$ cat src/rtl/cpu_pkg.sv
// Shared MIPS32 pipeline constants and the IF/ID bundle type.
package cpu_pkg;

  localparam int unsigned XLEN       = 32;
  localparam int unsigned INST_BYTES = 4;
  localparam logic [XLEN-1:0] RESET_PC = 32'h0040_0000;
  localparam logic [XLEN-1:0] NOP_INST = 32'h0000_0000;

  // IF/ID payload, also consumed by the decode stage.
  typedef struct packed {
    logic [XLEN-1:0] inst;
    logic [XLEN-1:0] pc_plus4;
    logic            valid;
  } if_id_t;

endpackage

$ cat src/rtl/if_id_reg.sv
// Pipeline register with load / hold / bubble controls; bubble keeps pc_plus4.
import cpu_pkg::*;

module if_id_reg #(
  parameter logic [XLEN-1:0] NOP_INST = cpu_pkg::NOP_INST
) (
  input  logic   clk,
  input  logic   i_reset,
  input  logic   i_load,
  input  logic   i_bubble,
  input  if_id_t i_d,
  output if_id_t o_q
);

  if_id_t r_q;

  always_ff @(posedge clk) begin
    if (i_reset) begin
      r_q.inst     <= NOP_INST;
      r_q.pc_plus4 <= '0;
      r_q.valid    <= 1'b0;
    end else if (i_bubble) begin
      r_q.inst  <= NOP_INST;
      r_q.valid <= 1'b0;
    end else if (i_load) begin
      r_q <= i_d;
    end
  end

  assign o_q = r_q;

endmodule

$ cat src/rtl/if_fetch_stage.sv
// MIPS32 instruction-fetch stage: PC register, next-PC select and IF/ID register.
// Optional perf counters enabled with `define IF_PERF_CNT_EN.
import cpu_pkg::*;

module if_fetch_stage #(
  parameter logic [XLEN-1:0] RESET_PC = cpu_pkg::RESET_PC,
  parameter logic [XLEN-1:0] NOP_INST = cpu_pkg::NOP_INST
) (
  input  logic            clk,
  input  logic            reset,
  input  logic            stall,
  input  logic            redirect_valid,
  input  logic [XLEN-1:0] redirect_target,
  input  logic            flush,
  output logic [XLEN-1:0] imem_addr,
  input  logic [XLEN-1:0] imem_inst,
  output logic [XLEN-1:0] id_inst,
  output logic [XLEN-1:0] id_pc_plus4,
  output logic            id_valid
`ifdef IF_PERF_CNT_EN
  ,
  output logic [XLEN-1:0] perf_fetch_cnt,
  output logic [XLEN-1:0] perf_squash_cnt
`endif
);

  logic [XLEN-1:0] r_pc;
  logic [XLEN-1:0] w_pc_plus4;
  logic            w_load;
  logic            w_bubble;
  logic            w_unused_tgt_lo;
  if_id_t          w_if_id_d;
  if_id_t          w_if_id_q;

  assign w_pc_plus4      = r_pc + XLEN'(INST_BYTES);
  assign w_unused_tgt_lo = ^redirect_target[1:0];

  // Redirect squashes the wrong-path fetch even under stall; stall+flush still bubbles.
  assign w_bubble = redirect_valid | flush;
  assign w_load   = ~redirect_valid & ~stall & ~flush;

  always_ff @(posedge clk) begin
    if (reset) begin
      r_pc <= RESET_PC;
    end else if (redirect_valid) begin
      r_pc <= {redirect_target[XLEN-1:2], 2'b00};
    end else if (!stall) begin
      r_pc <= w_pc_plus4;
    end
  end

  assign w_if_id_d.inst     = imem_inst;
  assign w_if_id_d.pc_plus4 = w_pc_plus4;
  assign w_if_id_d.valid    = 1'b1;

  if_id_reg #(
    .NOP_INST (NOP_INST)
  ) u_if_id_reg (
    .clk      (clk),
    .i_reset  (reset),
    .i_load   (w_load),
    .i_bubble (w_bubble),
    .i_d      (w_if_id_d),
    .o_q      (w_if_id_q)
  );

  assign imem_addr   = r_pc;
  assign id_inst     = w_if_id_q.inst;
  assign id_pc_plus4 = w_if_id_q.pc_plus4;
  assign id_valid    = w_if_id_q.valid;

`ifdef IF_PERF_CNT_EN
  logic [XLEN-1:0] r_fetch_cnt;
  logic [XLEN-1:0] r_squash_cnt;

  always_ff @(posedge clk) begin
    if (reset) begin
      r_fetch_cnt  <= '0;
      r_squash_cnt <= '0;
    end else begin
      if (w_load)   r_fetch_cnt  <= r_fetch_cnt + XLEN'(1);
      if (w_bubble) r_squash_cnt <= r_squash_cnt + XLEN'(1);
    end
  end

  assign perf_fetch_cnt  = r_fetch_cnt;
  assign perf_squash_cnt = r_squash_cnt;
`endif

endmodule
$ cat config.mk
export PLATFORM = sky130hd
export DESIGN_NAME = if_fetch_stage
export DESIGN_NICKNAME = d
export VERILOG_FILES = /design/src/rtl/cpu_pkg.sv /design/src/rtl/if_id_reg.sv /design/src/rtl/if_fetch_stage.sv
export SDC_FILE = /design/constraint.sdc
export NUM_CORES = 1
export LEC_CHECK = 0
export ABC_AREA = 1
export BUFFER_PORTS_ARGS = -buffer_cell sky130_fd_sc_hd__buf_2
export CORE_MARGIN = 4
export CORE_UTILIZATION = 50
export CTS_BUF_LIST = sky130_fd_sc_hd__clkbuf_16
export CTS_CLUSTER_SIZE = 16
export DETAILED_ROUTE_END_ITERATION = 12
export PLACE_DENSITY = 0.81
export SLEW_MARGIN = 15
export SYNTH_ARGS = -nofsm -noshare
export SYNTH_HDL_FRONTEND = slang
export SYNTH_SLANG_ARGS = --single-unit
$ cat constraint.sdc
create_clock -name clk -period 2.02 [get_ports clk]
set_clock_uncertainty 0.2 [all_clocks]
set_input_delay 0 -clock clk [delete_from_list [all_inputs] [get_ports clk]]
set_output_delay 0 -clock clk [all_outputs]
set_load 0.005 [all_outputs]
==> results.txt <==
----------------------------------------------------
[STA]
  Final count of pins violating max slew ... 0
  Slew HR ... 66.4%
  Sum Neg Setup Slack ... 0 ps
  Final cycle utilization of the critical path ... 95.9%
  Min Tclk post-route ... 1940 ps
  Setup repair after global routing missed its margin ... false
  Slew at the pin with the worst max-slew slack ... 503 ps
  Endpoints failing setup ... 0
  Final count of hold timing violations ... 0
  Max Fclk ... 516 MHz

[GRT]
  GR Util met3 ... 6.97%
  GR Overflow Total ... 0
  Met2 global-route usage ... 49.5%
  Initial antenna violation count ... 1
  Routing usage on met1 ... 36.1%
  Wire length of the first global-routing pass ... 24600 um
  Vias in the first global route ... 5072
  Total Routing Usage GR ... 29.6%
  Global-route layer with the greatest usage ... met2
  Largest net degree at the start of global routing ... 41

[Routing]
  DR iter-0 viols ... 391
  Post-DR wirelength/cell ... 15.3 um
  Wire length after detailed routing ... 15200 um
  1st-pass router iterations ... 6
  Via Count ... 5228
  Number of vias per cell ... 5.24
  Number of nets with antenna violations after routing ... 0
  Post-detailed-route DRC marker count ... 0

[Clock network]
  Buffer depth of the longest clock path ... 2
  Clock-pin slew of the registers on the worst-case setup and hold paths ... 70 ps
  CTS Root Cell ... clkbuf_16
  Clock tree from TritonCTS ... yes
  TritonCTS Sinks ... 93
  H-tree levels ... 3
  Clock buffers created by TritonCTS ... 9
  Worst-Skew Late Latency ... 350 ps

[Place]
  HPWL reported at the end of detailed placement ... 9870 um
  RD Place Congestion ... 0.951
  Post-place instance area ... 0.00535 mm2
  Quantity of I/O buffers inserted on ports ... 159

[Power and ir drop]
  Leakage power ... 2.95 nW
  Pwr dens ... 664 mW/mm2
  Worst supply voltage drop on vdd ... 0.417 mV

[Die]
  Die ar. ... 0.0106 mm2
  Number of top-level pins ... 166
  Vertical extent of the die ... 103 um
  Area of the placeable core ... 0.00872 mm2
  Starting Density ... 51.4%
  Chip Width ... 103 um
  Number of rows in the core area ... 34

[Synthesis]
  Number of synthesized register bits ... 93
  Number of flops mapped to enable cells by yosys ... 0
  Count of yosys warnings during synthesis ... 0
  Dominant register cell in the synthesized netlist ... dfxtp_1
  Mean Syn Cell Area ... 6.81 um2
  Post-synth ARST share ... 0%
  Part of the Yosys area used for sequential elements ... 41.5%
  Synth unique cells ... 32
  Post-synthesis cell count ... 659
  Synthesized cell area ... 0.00449 mm2

[Min path]
  Min-Delay Path Class ... in -> reg
  Cell depth of the worst min-delay path ... 4
  Worst Hold Endpoint ... imem_addr[22]
  Hold path startpoint ... redirect_valid

[Layout]
  Count of filler cells inserted in the layout ... 639
  Layout Area Growth over Synthesis ... 42.3%
  Finished layout cell area ... 0.00638 mm2
  Fraction of the core area covered by cells at the end of the flow ... 73.2%
  Fraction of layout cells with a size suffix above 1 ... 25.6%
  Final Net Count ... 954

[Worst setup path]
  R2r startpoint ... imem_addr[2]
  Endpoint type of the worst setup path ... flop
  Worst path required time ... 2110 ps
  Arrival time reported for the critical path endpoint ... 2030 ps
  Critical Path Source Type ... flop
  Largest fanout on the critical path ... 6
  R2R setup slack ... 80 ps
  Endpoint of the worst-slack reg-to-reg timing path ... imem_addr[5]
  Type of the worst setup path ... reg -> reg
  Cells on worst reg2reg path ... 6

[Run]
  Maximum capacitance violations ... 0

[Outcome]
  Outcome ... finished clean

----------------------------------------------------
## power breakdown
group	switching [mW]	internal, mW
combinational	0.301	0.283
clock	0.822	0.868
sequential	0.0694	1.90
total	1.19	3.05
## cell usage after synthesis, drive strengths merged, types with 5 or more instances
master / number / area (um2)
nand2: 166 / 658
nor2: 149 / 649
dfxtp: 93 / 1860
inv: 61 / 229
o21ai: 36 / 180
a21oi: 34 / 178
nor3: 32 / 160
nand3: 22 / 115
buf: 18 / 118
clkbuf: 15 / 56.3
xor2: 12 / 120
a31oi: 7 / 43.8
a22o: 5 / 43.8
## metal layers
metal  wire length (um)  vias to the layer above
li1                   -                     2506
met2               7340                      267
met1               6000                     2396
met4                671                        0
met5                  0                        -
met3               1230                       59
## how the worst max path moves through the flow
| stage | from | end | slack, ps |
|---|---|---|---|
| floorplan | imem_addr[2] | u_if_id_reg.o_q[29] | 330 |
| CTS | imem_addr[4] | imem_addr[5] | 70 |
| global placement | imem_addr[2] | u_if_id_reg.o_q[29] | 330 |
| global route | imem_addr[2] | imem_addr[5] | 10 |
| detailed placement | imem_addr[2] | u_if_id_reg.o_q[29] | 280 |
| finish | imem_addr[2] | imem_addr[5] | 80 |
## state kept, by name (all words and copies together), names as in the netlist
| name | count |
|---|---|
| u_if_id_reg.o_q | 63 |
| imem_addr | 30 |
## critical path, stage by stage, from the launching register on
cell	delay, ps
dfxtp_1	340
buf_4	150
nand3_1	180
xor2_2	220
nand2_1	70
a31oi_1	160
dlygate4sd3_1	570
## area by class of cell
| cell class | instances | area (um2) | share of cell area (%) |
|---|---|---|---|
| Clock inverter | 7 | 66.3 | 1.04 |
| Multi-Input combinational cell | 475 | 2240 | 35.1 |
| Timing Repair Buffer | 244 | 1620 | 25.4 |
| Inverter | 61 | 229 | 3.59 |
| Tap cell | 108 | 135 | 2.12 |
| Sequential cell | 93 | 1860 | 29.2 |
| Antenna cell | 1 | 2.50 | 0.0392 |
| Clock buffer | 9 | 225 | 3.53 |
## cell usage in the layout, fill, tap and decap left out, drive strengths merged, types with 2 or more instances in the layout
cell type	Yosys	layout
buf	18	170
nand2	166	166
nor2	149	149
dfxtp	93	93
dlygate4sd3	0	73
inv	61	65
o21ai	36	36
a21oi	34	34
nor3	32	32
nand3	22	22
xor2	12	12
clkbuf	15	10
a31oi	7	7
a22o	5	5
conb	1	4
xnor2	3	3
clkinvlp	0	2
## repair_timing
action | CTS | global route
endpoints found under the setup margin | 0 | 1
hold buffers | 73 | 0
resized for setup | 0 | 3
endpoints found under the hold margin | 72 | 0
buffers inserted | 0 | 0
## through the flow
stage	hold WS [ps]	cells	power, mW	setup slack (ps)
floorplan	-56.8	662	2.26	327
global placement	62.8	908	2.45	330
detailed placement	65.0	908	2.46	279
CTS	2.96	997	4.22	68.7
global route	59.3	998	4.40	12.9
finish	7.34	998	4.24	82.6
## kinds of logic (layout without fill, tap and decap cells)
family / after synthesis / count (layout) / share of synthesized area (%)
flip-flops: 93 / 93 / 41.5
XOR/XNOR: 15 / 15 / 3.26
buffers and inverters: 94 / 321 / 8.98
AO/OA/AOI/OAI: 85 / 85 / 10.5
adder cells (fa/ha/maj): 1 / 1 / 0.279
AND/OR/NAND/NOR: 370 / 370 / 35.4
other: 1 / 5 / 0.0836
Power figures use the tool's default switching activity.
